<file path="src/rtl/gcm_stream_packer.sv">
// gcm_stream_packer: packs a 32-bit AAD/text word stream into zero-padded 128-bit blocks
// issued under a done-handshake, then holds the GHASH length block len(A)||len(C).
module gcm_stream_packer #(
    parameter int LEN_W = 64
) (
    input  logic         iClk,
    input  logic         iRstn,
    input  logic         iStart,
    input  logic [31:0]  iData,
    input  logic         iData_valid,
    input  logic         iData_type,
    input  logic         iData_last,
    input  logic [3:0]   iData_keep,
    output logic         oData_ready,
    input  logic         iCore_done,
    output logic [127:0] oAad,
    output logic         oAad_valid,
    output logic         oAad_last,
    output logic [127:0] oBlock,
    output logic         oBlock_valid,
    output logic         oBlock_last,
    output logic [4:0]   oLast_bytes,
    output logic         oLen_valid,
    output logic         oBusy
);
    typedef enum logic [2:0] {IDLE, AAD, TEXT, FLUSH, LEN} state_t;
    state_t state;
    logic [127:0] asm_data, stg_data, asm_next, len_block;
    logic [1:0] asm_idx;
    logic asm_full, asm_type, asm_last, stg_valid, stg_type, stg_last, outstanding, aad_any;
    logic [4:0] asm_bytes, stg_bytes, blk_bytes;
    logic [LEN_W-1:0] aad_bits, txt_bits;
    logic [2:0] wb;
    logic [31:0] word;
    logic type_ok, acc, close, emit, retire, stg_free, issue;
    always_comb begin
        wb = !iData_last ? 3'd4 : iData_keep == 4'b1110 ? 3'd3 : iData_keep == 4'b1100 ? 3'd2 :
             iData_keep == 4'b1000 ? 3'd1 : iData_keep == 4'b0000 ? 3'd0 : 3'd4;
        word = iData & {{8{wb > 3'd0}}, {8{wb > 3'd1}}, {8{wb > 3'd2}}, {8{wb > 3'd3}}};
        asm_next = asm_data | ({word, 96'd0} >> {asm_idx, 5'd0});
        blk_bytes = {1'b0, asm_idx, 2'b00} + {2'b00, wb};
        type_ok = state == AAD ? (!iData_type || !aad_any) : (state == TEXT && iData_type);
    end
    // A closed block waiting in assembly always has a staged block ahead of it
    assign oData_ready = (state == AAD || state == TEXT) && !asm_full;
    assign acc = iData_valid && oData_ready && type_ok;
    assign close = acc && (asm_idx == 2'd3 || iData_last);
    assign emit = close && blk_bytes != 5'd0;
    assign retire = outstanding && iCore_done;
    assign stg_free = !stg_valid || retire;
    assign issue = stg_valid && !outstanding;
    assign len_block = {64'(aad_bits), 64'(txt_bits)};
    always_ff @(posedge iClk) begin
        if (!iRstn) begin
            state <= IDLE;
            asm_data <= '0;
            asm_idx <= '0;
            asm_full <= 1'b0;
            asm_type <= 1'b0;
            asm_last <= 1'b0;
            asm_bytes <= '0;
            stg_data <= '0;
            stg_valid <= 1'b0;
            stg_type <= 1'b0;
            stg_last <= 1'b0;
            stg_bytes <= '0;
            outstanding <= 1'b0;
            aad_any <= 1'b0;
            aad_bits <= '0;
            txt_bits <= '0;
            oAad <= '0;
            oAad_valid <= 1'b0;
            oAad_last <= 1'b0;
            oBlock <= '0;
            oBlock_valid <= 1'b0;
            oBlock_last <= 1'b0;
            oLast_bytes <= '0;
            oLen_valid <= 1'b0;
            oBusy <= 1'b0;
        end else begin
            oAad_valid <= 1'b0;
            oAad_last <= 1'b0;
            oBlock_valid <= 1'b0;
            oBlock_last <= 1'b0;
            // The staged register keeps its block until the core retires it
            if (asm_full && stg_free) begin
                stg_valid <= 1'b1;
                stg_data <= asm_data;
                stg_type <= asm_type;
                stg_last <= asm_last;
                stg_bytes <= asm_bytes;
                asm_full <= 1'b0;
                asm_data <= '0;
            end else if (emit && stg_free) begin
                stg_valid <= 1'b1;
                stg_data <= asm_next;
                stg_type <= iData_type;
                stg_last <= iData_last;
                stg_bytes <= blk_bytes;
            end else if (retire) begin
                stg_valid <= 1'b0;
            end
            if (acc) begin
                asm_type <= iData_type;
                if (!close) begin
                    asm_data <= asm_next;
                    asm_idx <= asm_idx + 2'd1;
                end else begin
                    asm_idx <= '0;
                    asm_data <= (emit && !stg_free) ? asm_next : '0;
                    asm_full <= emit && !stg_free;
                    asm_last <= iData_last;
                    asm_bytes <= blk_bytes;
                end
                if (iData_type) txt_bits <= txt_bits + LEN_W'({wb, 3'b000});
                else aad_bits <= aad_bits + LEN_W'({wb, 3'b000});
            end
            if (issue) begin
                outstanding <= 1'b1;
                if (stg_type) begin
                    oBlock <= stg_data;
                    oBlock_valid <= 1'b1;
                    oBlock_last <= stg_last;
                    if (stg_last) oLast_bytes <= stg_bytes;
                end else begin
                    oAad <= stg_data;
                    oAad_valid <= 1'b1;
                    oAad_last <= stg_last;
                end
            end else if (retire) begin
                outstanding <= 1'b0;
            end
            if (iStart && (state == IDLE || state == LEN)) begin
                aad_bits <= '0;
                txt_bits <= '0;
                aad_any <= 1'b0;
                oLast_bytes <= '0;
            end
            case (state)
                IDLE: if (iStart) begin
                    state <= AAD;
                    oBusy <= 1'b1;
                end
                AAD: if (acc) begin
                    if (iData_type) state <= iData_last ? FLUSH : TEXT;
                    else begin
                        aad_any <= 1'b1;
                        if (iData_last) state <= TEXT;
                    end
                end
                TEXT: if (acc && iData_last) state <= FLUSH;
                FLUSH: if (!asm_full && !stg_valid && !outstanding) begin
                    state <= LEN;
                    oAad <= len_block;
                    oLen_valid <= 1'b1;
                end
                LEN: if (iStart) begin
                    state <= AAD;
                    oLen_valid <= 1'b0;
                end
                default: state <= IDLE;
            endcase
        end
    end
endmodule
</file>
<file path="config.mk">
export PLATFORM = sky130hd
export DESIGN_NAME = gcm_stream_packer
export DESIGN_NICKNAME = d
export VERILOG_FILES = /design/src/rtl/gcm_stream_packer.sv
export SDC_FILE = /design/constraint.sdc
export NUM_CORES = 1
export LEC_CHECK = 0
export BUFFER_PORTS_ARGS = -buffer_cell sky130_fd_sc_hd__buf_2
export CORE_MARGIN = 2
export CORE_UTILIZATION = 45
export CTS_CLUSTER_DIAMETER = 150
export DETAILED_ROUTE_END_ITERATION = 12
export HOLD_SLACK_MARGIN = 0.08
export PLACE_DENSITY = 0.65
export SETUP_SLACK_MARGIN = 0.4
export SYNTH_ARGS = -nofsm -noshare
export SYNTH_HDL_FRONTEND = slang
export SYNTH_SLANG_ARGS = --single-unit
</file>
<file path="constraint.sdc">
create_clock -name iClk -period 11.15 [get_ports iClk]
set_input_delay 0.5575 -clock iClk [delete_from_list [all_inputs] [get_ports iClk]]
set_output_delay 0.5575 -clock iClk [all_outputs]
set_load 0.01 [all_outputs]
</file>
# Yosys cells after proc, flatten, opt, wreduce, memory -nomap -nowiden
# Index checks and enable logic that the tools add are counted.
# classes
n_mux	47
reduce_logical	47
eq_ne	14
bitwise_logic	5
magnitude_cmp	4
shifts	1
n_addsub	4
# op_table
op	count
two-way mux 128 bit	10
adder 64 x 6 -> 64 bit	2
OR 128 bit	1
>> shifter 128 x 7 -> 128 bit	1
two-way mux 3 bit	11
bitwise AND 32 bit	1
two-way mux 1 bit	21
logical AND 1 bit	15
== test 4 bit (second input constant)	3
one-hot mux 3 bit (4 select lines)	1
AND reduction 2 bit	6
two-way mux 5 bit	2
AND reduction 3 bit	3
nonzero test 2 bit	4
== test 3 x 2 -> 1 bit (second input constant)	2
greater-than comparator 3 x 1 -> 1 bit (second input constant)	2
greater-than comparator 3 x 2 -> 1 bit (second input constant)	2
zero test 1 bit	6
!= test 2 bit (second input constant)	3
adder 4 x 3 -> 5 bit	1
logical OR 1 bit	5
AND reduction 5 bit	1
nonzero test 5 bit	1
zero test 4 bit	1
13 further kinds	17
# totals
reg_bits	674
in_bits	43
output_inout_bits	268
wordCells	147

# Depth between registers and ports, before layout
# logic_depth
depth_word	13
ltp_mapped	14
ltp_nobuf	10

# Least setup slack after synthesis
# OpenSTA, ideal clock, no wires.
# synth_timing
path_type	input port to flip-flop
startpoint	input port iData_last
endpoint	register asm_data[107]
setup_time_ns	0.128
required_ns	11.022
cell_stages	14
path_slack_ns	6.894
arrival_ns	4.129
n_path_buf	5
path_cell_list	clkbuf_1 nor4b_1 buf_2 buf_2 nor2_1 ha_1 ha_1 or3_1 a211oi_1 a31oi_1 o21ai_1 clkbuf_1 clkbuf_1 nor2_1
# synth_via
elab_chain_len	8
word_cells_on_any_way	14
classes_between	1 x add/sub; 1 x order compare; 1 x shift; 4 x mux; 2 x bitwise; 5 x reduce/logical
# synth_lines
item	line	source
start, declared	12	input logic iData_last,
two-way mux 3 bit	37	wb = !iData_last ? 3'd4 : iData_keep == 4'b1110 ? 3'd3 : iData_keep == 4'b1100 ? 3'd2 :
adder 4 x 3 -> 5 bit	41	blk_bytes = {1'b0, asm_idx, 2'b00} + {2'b00, wb};
net blk_bytes[3]	31	logic [4:0] asm_bytes, stg_bytes, blk_bytes;
nonzero test 5 bit	48	assign emit = close && blk_bytes != 5'd0;
logical AND 1 bit	48	
logical AND 1 bit	110	asm_data <= (emit && !stg_free) ? asm_next : '0;
two-way mux 128 bit	110	
two-way mux 128 bit	105	if (!close) begin
two-way mux 128 bit	103	if (acc) begin
end signal, assigned	106	asm_data <= asm_next;
end signal, assigned	110	
end, declared	28	logic [127:0] asm_data, stg_data, asm_next, len_block;
# The timed path passes the listed nets, and every way through them passes these cells.
# A chain may end at the register's enable or synchronous reset.

# Worst setup path in the final report
# layout_timing
startpoint	input port iData_last
endpoint	register asm_data[38]
# The elaborated chain is that of the path after synthesis.

==> metrics list <==
* Reg-to-Reg End: asm_data[38]
* RSZ-0062 raised after global routing: false
- The library cell used most frequently in the layout, excluding fill and tap cells, is sky130_fd_sc_hd__nand2_1.
* Normalized max-slew margin: between 10% and 20%
- Total of hold buffers inserted after clock tree synthesis: 0
* Post-route clock period utilization: 44.2%
- The first global-routing pass estimated approximately 130,000 um of wire.
- Top post-synthesis cells by area: sky130_fd_sc_hd__dfxtp_1, sky130_fd_sc_hd__nand2_1, sky130_fd_sc_hd__o211a_1
* Clock tree from TritonCTS: built
- Once routing completed, OpenROAD measured the worst setup slack at about 6.2 ns.
- The number of different library cells used by synthesis comes to 63.
- Port buffer count: 310
- After global routing the overflow that remains totals 0.
- Once layout is complete, the utilization of the core stands at 52.9%.
* Global Route Usage Sum: 26.1%
- In this run the power density over the cells is 196 nW/um^2.
* Placement Cell Area: 29,600 um^2
- The synthesized netlist occupies a cell area of 27,700 um^2.
* Fraction of post-synthesis cell area in the top cell type by area: approximately half
- The run finished with clean final reports.
- In the routed design, unresolved DRC markers number 0.
* Beginning of the worst register-to-register path: asm_idx[0]
* Synthesized Nets: 3,299
- Yosys synthesis warning count: 0
* Area Overhead vs Synth: 15.7%
- Between clock sinks in the finished design, the worst skew comes to around 0.037 ns.
- The die is approximately 250 um tall.
- Peak clock frequency supported by timing: 0.203 GHz
- Instance count along the most critical hold path: 3
* Max-slew violation count: 0
- Depth of the CTS H-tree: 3
- Die Footprint: 63,600 um^2
- The worst setup path is launched from a primary input.
- Of the synthesized area, sequential elements account for 48.3%.
* Post-synthesis register bit count: about 670
- Detailed placer's ending HPWL: 56,800 um
- The number of global-route vias before repair was 21,800.
- Sink count of the clock tree: 668
* Slew at the pin closest to its max-slew limit: roughly 1.3 ns
- Synthesis produced a netlist whose cell count is 3,245.
- Root buffer cell: sky130_fd_sc_hd__clkbuf_16
- Cells with a size suffix above 1 make up 14.5% of the layout.
- Worst setup slack after placement: 5.64 ns
- A synthesized cell averages 8.54 um^2.
* Prevailing post-synth register cell: sky130_fd_sc_hd__dfxtp_1
* Class of the most critical setup path: in -> reg
* Final-layout setup total negative slack: 0 ns
- Core Rows: 90
- Maximum clock path buffer count: 3
- The first TritonRoute pass finished after 6 iterations.
* Hold path startpoint: iStart
* Final nets: 3,447
- Counting flops with an async set or reset pin after synthesis yields a share of 0%.
* Shortest clock period the worst path allows after layout: 4.93 ns
- In this run the remaining antenna-violating nets after routing total 0.
- Reg2Reg Setup Slack: roughly 6.8 ns
* Number of setup violations in the final report: 0
- Core footprint: 60,600 um^2
* Crit-path max FO: 88
- Clock tree synthesis inserted a total of 74 buffers.
* Number of failing hold endpoints at the final stage: 0
- Number of gates resized after CTS: 0
- Starting density of the core: 45.7%
- Via count normalized by instance count: 5.84
- STA puts the critical path data required time at 11.62 ns.
- Final instance area: 32,100 um^2
- RD Place Congestion: around 0.9
* Largest vdd supply drop: 0.000121 V
* Worst R2R Path Depth: 8
- The number of antenna violations at the first check in global routing came to 10.
- Summed over all instances, the cell type with the most area after synthesis is sky130_fd_sc_hd__dfxtp_1.
* Crit path arrival time: ~5.4 ns
- After detailed routing, the average wire length per cell comes to 20.4 um.
- Commonest cells after routing, fill and taps aside: sky130_fd_sc_hd__nand2_1, sky130_fd_sc_hd__dfxtp_1, sky130_fd_sc_hd__buf_2
* Total setup buffers inserted after CTS: 0
- Total of max-cap violations: 0
- For hold timing, the worst endpoint is state[2].
- The final layout contains routed wiring with a total length of 86,200 um.
* Category of the worst setup path capture point: register
- For this block, the via count after detailed routing is 24,700.
- Hold is met by 0.225 ns.
- Maximum number of pins on one net before global-route repair: 234
- Static power due to leakage: 0.0146 uW
- From left edge to right edge, the die measures ~250 um.
- For this design the top-level I/O count stands at 311.
- Clock transition at the registers of the reported paths: 0.06 ns
- Initial drt markers: 2,125
* Clk_lat worst skew: 0.63 ns
- Counting flops with a built-in enable in the synthesized netlist gives 0.
- The path class of the tightest hold or removal check is in -> reg.
[routing by layer]
layer | up-vias | wire length, um | share of wire (%) | track usage [%]
met5 | - | 46 | 0.053 | 0
met4 | 6 | 2520 | 2.9 | 8.76
met3 | 146 | 5780 | 6.7 | 4.54
met2 | 800 | 39700 | 46 | 41.3
met1 | 12000 | 38100 | 44 | 36.0
li1 | 11800 | - | - | -
[report_power, final]
| group | switching [uW] | internal (uW) | total (uW) |
|---|---|---|---|
| registers | 207 | 2600 | 2810 |
| clock network | 1000 | 1420 | 2420 |
| logic | 685 | 379 | 1060 |
| total | 1900 | 4400 | 6290 |
[synth_stat cells, types with 5 or more instances]
library cell	number
sky130_fd_sc_hd__nor3_1	15
sky130_fd_sc_hd__nand2_1	710
sky130_fd_sc_hd__nor2_1	193
sky130_fd_sc_hd__dfxtp_1	668
sky130_fd_sc_hd__nand2b_1	11
sky130_fd_sc_hd__nand4b_1	5
sky130_fd_sc_hd__o21ai_1	21
sky130_fd_sc_hd__buf_2	28
sky130_fd_sc_hd__o21ai_0	15
sky130_fd_sc_hd__or3_1	31
sky130_fd_sc_hd__clkbuf_2	6
sky130_fd_sc_hd__or4_1	47
sky130_fd_sc_hd__inv_1	19
sky130_fd_sc_hd__and4_1	9
sky130_fd_sc_hd__nor3b_1	13
sky130_fd_sc_hd__nor4_1	16
sky130_fd_sc_hd__a21boi_1	20
sky130_fd_sc_hd__xor2_1	20
sky130_fd_sc_hd__and3_1	20
sky130_fd_sc_hd__nand3b_1	5
sky130_fd_sc_hd__a21oi_1	213
sky130_fd_sc_hd__a21boi_0	134
sky130_fd_sc_hd__clkbuf_1	236
sky130_fd_sc_hd__nand3_1	173
sky130_fd_sc_hd__o31ai_1	39
sky130_fd_sc_hd__mux2i_1	21
sky130_fd_sc_hd__nand4_1	47
sky130_fd_sc_hd__a31oi_1	132
sky130_fd_sc_hd__o21a_1	6
sky130_fd_sc_hd__and2_1	12
sky130_fd_sc_hd__xnor2_1	23
sky130_fd_sc_hd__nor2b_1	17
sky130_fd_sc_hd__o211a_1	259
sky130_fd_sc_hd__buf_1	10
sky130_fd_sc_hd__ha_1	9
[layout make-up]
cell class | instances | area [um^2]
fill | 5753 | 28500
clock inverter | 17 | 156
clock buffer | 112 | 2250
timing repair buffer | 353 | 1900
multi-input combinational | 2275 | 13300
inverter | 21 | 78.8
tap | 782 | 978
antenna | 8 | 20.0
sequential | 668 | 13400
[worst max-delay path, stage by stage]
cell and delay [ns]:
sky130_fd_sc_hd__buf_2 0.21, sky130_fd_sc_hd__and4b_1 0.70, sky130_fd_sc_hd__nor2_1 0.19, sky130_fd_sc_hd__ha_1 0.24, sky130_fd_sc_hd__ha_1 0.30, sky130_fd_sc_hd__or3_1 0.32, sky130_fd_sc_hd__a211oi_1 0.56, sky130_fd_sc_hd__a31oi_1 0.25
sky130_fd_sc_hd__o21ai_4 0.96, sky130_fd_sc_hd__buf_4 0.91, sky130_fd_sc_hd__nor2_1 0.13
[sequential cells by signal, indices dropped and copies added, names as in the netlist, 5 cells and up]
signal and count:
stg_data 128, oBlock 128, oAad 128, oLast_bytes 5
asm_data 128, stg_bytes 5, asm_bytes 5, aad_bits 61
txt_bits 61
[metrics by stage]
| stage | power [uW] | std cells |
|---|---|---|
| floorplan | 3500 | 3245 |
| global placement | 3900 | 4099 |
| detailed placement | 3920 | 4099 |
| CTS | 6320 | 4228 |
| global route | 6540 | 4233 |
| finish | 6290 | 4236 |
[kinds of logic after synthesis]
kind of cell    after synthesis  synth area share (%)
compound gates              857                  22.8
buf+inv                     302                  4.27
fa+ha+maj                    11                 0.551
xor+xnor                     43                  1.36
flops                       668                  48.3
mux                          21                 0.759
simple gates               1343                  22.0
[how the worst max path moves through the flow]
stage	start	end	slack [ns]	depth (start not counted)
floorplan	iData_last	asm_data[107]	6.89	14
global placement	iData_last	asm_data[11]	5.80	11
global route	iData_last	asm_data[48]	5.93	11
detailed placement	iData_last	asm_data[59]	5.64	11
finish	iData_last	asm_data[38]	6.22	11
CTS	iData_last	asm_data[78]	6.33	11
Power figures use the tool's default switching activity.
